## config.mk

```make
export PLATFORM = sky130hd
export DESIGN_NAME = can_crc_engine
export DESIGN_NICKNAME = d
export VERILOG_FILES = /design/src/rtl/can_crc_pkg.sv /design/src/rtl/can_crc_step.sv /design/src/rtl/can_crc_engine.sv
export SDC_FILE = /design/constraint.sdc
export NUM_CORES = 1
export LEC_CHECK = 0
export ABC_AREA = 1
export BUFFER_PORTS_ARGS = -buffer_cell sky130_fd_sc_hd__buf_2
export CAP_MARGIN = 20
export CORE_ASPECT_RATIO = 0.8
export CORE_MARGIN = 2
export CORE_UTILIZATION = 30
export CTS_CLUSTER_DIAMETER = 100
export DETAILED_ROUTE_END_ITERATION = 10
export GPL_ROUTABILITY_DRIVEN = 0
export GPL_TIMING_DRIVEN = 0
export HOLD_SLACK_MARGIN = 0.12
export PLACE_DENSITY_LB_ADDON = 0.05
export SYNTH_ARGS = -nofsm -noshare
export SYNTH_HDL_FRONTEND = slang
export SYNTH_SLANG_ARGS = --single-unit
```

## constraint.sdc

```tcl
create_clock -name clk -period 3 [get_ports clk]
set_input_delay 0.6 -clock clk [delete_from_list [all_inputs] [get_ports clk]]
set_output_delay 0.6 -clock clk [all_outputs]
set_load 0.01 [all_outputs]
```

## src/rtl/can_crc_pkg.sv

```systemverilog
// Shared CAN CRC polynomials and the engine state encoding.
package can_crc_pkg;

  localparam logic [14:0] CAN_CRC15_POLY = 15'h4599;
  localparam logic [16:0] CAN_CRC17_POLY = 17'h1685B;
  localparam logic [20:0] CAN_CRC21_POLY = 21'h102899;

  typedef enum logic [2:0] {
    ST_IDLE,
    ST_CALC,
    ST_TX_OUT,
    ST_RX_CMP,
    ST_DONE
  } crc_state_t;

endpackage

```

## src/rtl/can_crc_step.sv

```systemverilog
// One bit of the CRC LFSR, MSB-first; purely combinational.
module can_crc_step #(
  parameter int               CRC_W = 15,
  parameter logic [CRC_W-1:0] POLY  = '0
) (
  input  logic [CRC_W-1:0] crc_i,
  input  logic             data_i,
  output logic [CRC_W-1:0] crc_o
);

  logic fb;

  assign fb    = data_i ^ crc_i[CRC_W-1];
  assign crc_o = {crc_i[CRC_W-2:0], 1'b0} ^ (fb ? POLY : '0);

endmodule

```

## src/rtl/can_crc_engine.sv

```systemverilog
// Bit-serial CAN CRC: accumulates the protected field, then serialises the CRC (TX)
// or folds the received CRC in and checks for a zero residue (RX).
module can_crc_engine
  import can_crc_pkg::*;
#(
  parameter int               CRC_W = 15,
  parameter logic [CRC_W-1:0] POLY  = CAN_CRC15_POLY,
  parameter logic [CRC_W-1:0] INIT  = '0
) (
  input  logic             clk,
  input  logic             rst_n,
  input  logic             start,
  input  logic             abort,
  input  logic             mode_tx,
  input  logic             data_valid,
  input  logic             data_in,
  input  logic             seq_done,
  input  logic             bit_ready,
  output logic [CRC_W-1:0] crc_value,
  output logic             crc_bit_out,
  output logic             crc_bit_valid,
  output logic             busy,
  output logic             done,
  output logic             crc_ok,
  output logic             crc_err
);

  localparam int CNT_W = $clog2(CRC_W);

  if (CRC_W < 3 || CRC_W > 32) begin : g_bad_width
    $error("can_crc_engine: CRC_W must be within 3..32");
  end

  crc_state_t       state_q;
  logic [CRC_W-1:0] crc_q;
  logic [CRC_W-1:0] crc_d;
  logic [CNT_W-1:0] cnt_q;
  logic             mode_tx_q;
  logic             done_q;
  logic             ok_q;
  logic             err_q;

  can_crc_step #(
    .CRC_W (CRC_W),
    .POLY  (POLY)
  ) u_step (
    .crc_i  (crc_q),
    .data_i (data_in),
    .crc_o  (crc_d)
  );

  // abort outranks start, which outranks whatever the current state would do
  always_ff @(posedge clk or negedge rst_n) begin
    if (!rst_n) begin
      state_q   <= ST_IDLE;
      crc_q     <= '0;
      cnt_q     <= '0;
      mode_tx_q <= 1'b0;
      done_q    <= 1'b0;
      ok_q      <= 1'b0;
      err_q     <= 1'b0;
    end else begin
      done_q <= 1'b0;
      if (abort) begin
        state_q <= ST_IDLE;
        ok_q    <= 1'b0;
        err_q   <= 1'b0;
      end else if (start) begin
        state_q   <= ST_CALC;
        crc_q     <= INIT;
        mode_tx_q <= mode_tx;
        ok_q      <= 1'b0;
        err_q     <= 1'b0;
      end else begin
        case (state_q)
          ST_CALC: begin
            if (data_valid) crc_q <= crc_d;
            if (seq_done) begin
              cnt_q   <= CNT_W'(CRC_W - 1);
              state_q <= mode_tx_q ? ST_TX_OUT : ST_RX_CMP;
            end
          end
          ST_TX_OUT: begin
            if (bit_ready) begin
              if (cnt_q == '0) begin
                state_q <= ST_DONE;
                done_q  <= 1'b1;
              end else begin
                cnt_q <= cnt_q - 1'b1;
              end
            end
          end
          ST_RX_CMP: begin
            if (data_valid) begin
              crc_q <= crc_d;
              if (cnt_q == '0) begin
                state_q <= ST_DONE;
                done_q  <= 1'b1;
                ok_q    <= (crc_d == '0);
                err_q   <= (crc_d != '0);
              end else begin
                cnt_q <= cnt_q - 1'b1;
              end
            end
          end
          default: ;
        endcase
      end
    end
  end

  assign crc_value     = crc_q;
  assign crc_bit_valid = (state_q == ST_TX_OUT);
  assign crc_bit_out   = (state_q == ST_TX_OUT) & crc_q[cnt_q];
  assign busy          = (state_q == ST_CALC) || (state_q == ST_TX_OUT) || (state_q == ST_RX_CMP);
  assign done          = done_q;
  assign crc_ok        = ok_q;
  assign crc_err       = err_q;

endmodule

```

# Word-level counts from Yosys, hierarchy flattened
# Index checks and enable logic that the tools add are counted.
totals:
  reg_bits: 26
  latch_bits: 0
  mem_bits_rw: 0
  romBits: 0
  memories: 0
classes:
  n_addsub: 1
  n_mul: 0
  div_mod_pow: 0
  n_lt_le_gt_ge: 1
  eq_ne: 9
  n_shift: 0
  n_mux: 35
  bitwise: 5
  n_reduce_logical: 18
ops:
  columns: ["op", "count"]
  rows:
  - ["two-way mux 15 bit", 4]
  - ["two-way mux 3 bit", 6]
  - ["two-way mux 1 bit", 17]
  - ["two-way mux 4 bit", 4]
  - ["logical NOT 15 bit", 1]
  - ["nonzero test 15 bit", 1]
  - ["XOR 15 bit", 1]
  - ["inequality test 4 bit, second input constant", 3]
  - ["case mux 4 bit (3 select lines)", 1]
  - ["nonzero test 3 bit", 4]
  - ["case mux 3 bit (3 select lines)", 1]
  - ["equality test 3 x 2 -> 1 bit, second input constant", 2]
  - ["inequality test 2 bit, second input constant", 3]
  - ["AND reduction 3 bit", 2]
  - ["AND reduction 6 bit", 1]
  - ["less-than comparator 4 x 5 -> 1 bit, second input constant", 1]
  - ["nonzero test 5 bit", 1]
  - ["binary-select mux 1 bit (select 4 bit)", 1]
  - ["logical NOT 4 bit", 1]
  - ["AND reduction 4 bit", 1]
  - ["nonzero test 2 bit", 2]
  - ["subtractor 4 x 1 -> 4 bit, second input constant", 1]
  - ["equality test 3 x 1 -> 1 bit, second input constant", 1]
  - ["logical OR 1 bit", 2]
  - ["6 further kinds", 7]

# Longest topological paths before layout
depth:
  depth_word: 9
  ltp_mapped: 11

# By module
# From an unflattened synthesis, not the netlist that was laid out.
hier_totals:
  hier_cells: 228
  area_unflattened_um2: 1667.8
by_module_without_submodules:
  columns: ["module", "instances", "cells_each", "area_each_um2"]
  rows:
  - ["can_crc_engine", 1, 188, 1468.9]
  - ["can_crc_step", 1, 40, 198.9]

# Worst setup path before layout
# No wires, ideal clock.
synth_path:
  path_kind: "flip-flop to output port"
  start: "register cnt_q[0]"
  end: "output port crc_bit_out"
  arrival_ns: 1.065
  required_ns: 2.400
  path_slack_ns: 1.335
  path_stages_with_launch: 7
  n_path_buf: 1
  path_cell_list: "dfrtp_1 buf_2 inv_2 nand3_1 nand3_1 nand3_1 a21boi_1"
synth_between:
  elab_chain_cells: 3
synth_rtl:
  columns: ["element", "line_no", "text"]
  rows:
  - ["start, declared", "can_crc_engine.sv:37", "logic [CNT_W-1:0] cnt_q;"]
  - ["start signal, assigned", "can_crc_engine.sv:79", "cnt_q <= CNT_W'(CRC_W - 1);"]
  - ["start signal, assigned", "can_crc_engine.sv:89", "cnt_q <= cnt_q - 1'b1;"]
  - ["start signal, assigned", "can_crc_engine.sv:102", "cnt_q <= cnt_q - 1'b1;"]
  - ["binary-select mux 1 bit (select 4 bit)", "can_crc_engine.sv:114", "assign crc_bit_out = (state_q == ST_TX_OUT) & crc_q[cnt_q];"]
  - ["two-way mux 1 bit (implied by the code)", "can_crc_engine.sv:114", null]
  - ["AND 1 bit", "can_crc_engine.sv:114", null]
  - ["end, declared", "can_crc_engine.sv:20", "output logic crc_bit_out,"]
# No other way between the ends. The select of a mux whose other input is x is not followed.

# Worst setup path in the final report
# Ends and elaborated chain as after synthesis.

==> metrics.yaml <==
worst_setup_path:
  start_kind: "register"
  path_class: "register to output pin"
  worstPathMaxFanout: 10
  startpoint: "cnt_q[0]$_DFFE_PN0P_"
  cp_common_cell: "nand3_1"
  end_kind: "output pin"
  r2r_start: "cnt_q[0]$_DFFE_PN0P_"
  cp.arrival_ns: 1.59
  slowest_delay_ns: 0.32
  crit_path_cell_trace: "buf_2 > inv_2 > nand2_1 > nand3_1 > nand3_1 > nand3_1 > a21boi_1 > buf_2"
  critPathSlowestCell: "dfrtp_1"
  cp.required_ns: 2.40
sta:
  tightestPinTransition_ns: 0.621
  slew_headroom: 0.586
  slew_viol_final: 0
  setup_viol: 0
  rsz0062_at_grt: "false"
  post-route-min-period_ns: 2.19
  min_period_over_period: 0.730
  fin_skew_ns: 0.00414
  fin_ws_ns: 0.811
  max_freq_mhz: 457
  setup_tns_ns: 0
  hold_violations: 0
synthesis:
  mappedNetlistArea_mm2: 0.00154
  yosysTopAreaCellShare: 0.423
  synthDistinctLibCells: 32
  synth_seq_cells: 26
  synth_fp_nets: 217
  syn_inst: 207
  synth_top_area_cell: "dfrtp_1"
  ys_seq_area_frac: 0.423
  synth_area_per_cell_um2: 7.43
  ys_warn_count: 0
  synth.area.top_cells: "dfrtp_1 42%, nand2_1 13%, nand3_1 12%, inv_1 5.6%, nor2_1 4.1%"
power_and_ir_drop:
  power.density_mw_per_mm2: 588
  power_frac_clock: 0.193
  max-vdd-ir-drop_uv: 287
  combinationalPowerShare: 0.379
  p_sw_uw: 425
  swShare: 0.401
  leakagePower_uw: 0.000953
  intPower_uw: 634
  power_frac_seq: 0.428
global_routing:
  track_usage: 0.152
  antenna_found_initial: 0
  grt_pass1_vias: 1319
  grt_first_pass_wirelength_mm: 6.67
  grt_max_degree: 27
  grt-ovfl-total: 0
clock_network:
  post_cts_buffers: 0
  clkSinkCount: 26
  clkTransAtPathRegs_ns: 0.09
  cts_root_buf: "clkbuf_8"
  htreeDepth: 1
  cts-resized-gates: 0
  tritoncts: "yes"
  hold_buffers: 0
  clock_latency_ns: 0.27
  clock_path_buffers: 2
  cts_made_buffers: 3
final_layout:
  final_cell_mix: "55 x nand2_1, 37 x nand3_1, 30 x buf_2"
  final_nets: 251
  multiInputGateArea_um2: 753
  seqCellArea_um2: 651
  fillers: 539
  diodes: 0
  final_layout_size_suffix_gt1_frac: 0.230
  final_common_cell: "nand2_1"
  area_delta_synth_final_pct: 17.2
  fin_cells: 301
place:
  io_buffer_count: 29
  dp_hpwl_mm: 3.06
  pre_cts_ws_ns: 1.12
  place_inst: 298
die:
  die_y_um: 68.0
  core-area_mm2: 0.00498
  num_rows: 23
  pin_count: 30
  die_x_um: 84.0
  die-area_mm2: 0.00572
  initial_core_util: 0.309
routing:
  drt_iter0_drc: 65
  via_per_inst: 4.78
  drtAntennaViolNets: 0
  drt_wl_total_mm: 4.00
  firstDrtPassIters: 4
  drcViolationCount: 0
  vias: 1439
  routedWlPerCell_um: 13.3
job:
  cap_violations: 0
outcome:
  outcome: "finished clean"
worst_hold_path:
  min_path_type: "primary input to async pin"
-- power by group through the flow --
stage	Sequential, µW	Clock [µW]	Combinational (µW)
floorplan	454	0	288
global placement	460	0	404
detailed placement	459	0	403
CTS	453	214	404
global route	464	226	469
finish	453	204	402
-- kinds of logic after synthesis --
logic type,count (synthesis),synth area share
AND/OR/NAND/NOR,124,0.365
XOR/XNOR,1,0.00570
flip-flops,26,0.423
multiplexers,1,0.00732
buffers and inverters,32,0.0871
AO/OA/AOI/OAI,22,0.104
adder cells (fa/ha/maj),1,0.00814
-- state kept, by name, indices dropped and copies added, names as in the netlist --
name,flops
crc_ok,1
crc_err,1
crc_value,15
cnt_q,4
mode_tx_q,1
state_q,3
done,1
-- stage by stage --
| stage | area (µm²) | total power, µW | utilization | hold slack, ns |
|---|---|---|---|---|
| after floorplan | 1540 | 742 | - | 0.304 |
| after global placement | 1760 | 864 | 0.354 | 0.479 |
| after detailed placement | 1760 | 862 | 0.354 | 0.471 |
| after CTS | 1800 | 1070 | 0.362 | 0.354 |
| after global routing | 1800 | 1160 | 0.362 | 0.384 |
| final | 1800 | 1060 | 0.362 | 0.327 |
-- area by class of cell --
class / instances / share of cell area
Tap cell: 62 / 0.0431
Clock buffer: 3 / 0.0229
Multi-Input combinational cell: 149 / 0.418
Inverter: 29 / 0.0611
Sequential cell: 26 / 0.361
Timing Repair Buffer: 29 / 0.0806
Buffer: 3 / 0.0132
-- final timing paths --
| check | slack [ns] | endpoint | cells after the start |
|---|---|---|---|
| max in group asynchronous | 2.27 | crc_value[1]$_DFFE_PN0P_ | 1 |
| min reg2reg | 0.50 | crc_err$_DFFE_PN0P_ | 2 |
| min in group clk | 0.50 | crc_err$_DFFE_PN0P_ | 2 |
| max | 0.81 | crc_bit_out | 8 |
| max reg2reg | 1.27 | state_q[1]$_DFFE_PN0P_ | 10 |
| min | 0.33 | crc_value[7]$_DFFE_PN0P_ | 1 |
-- metal layers --
metal | vias up | track usage | wire (µm)
met5 | - | 0 | 0
met4 | 0 | 0.0242 | 25
met3 | 4 | 0.0314 | 191
met2 | 29 | 0.219 | 1610
met1 | 668 | 0.235 | 2170
li1 | 738 | - | -
-- synth_stat cells (all sizes together) --
cell and number:
xor2 1, a21oi 1, dfrtp 26, and2 1, o21ai 7, clkinv 1
nand3b 1, ha 1, buf 3, nand2 60, o211ai 1, nand3 37
inv 28, nor3 2, o22ai 10, nor2 19, a21boi 1, o31ai 1
nand4 2, or2 2, o21bai 1, mux2 1
-- worst max-delay path, delay by kind of cell, from the launching register on --
family / cells / cell delay (ns)
AO/OA/AOI/OAI: 1 / 0.17
AND/OR/NAND/NOR: 4 / 0.31
buffers and inverters: 3 / 0.50
flip-flops: 1 / 0.32
Note: power is estimated with default switching activity, not from simulation.
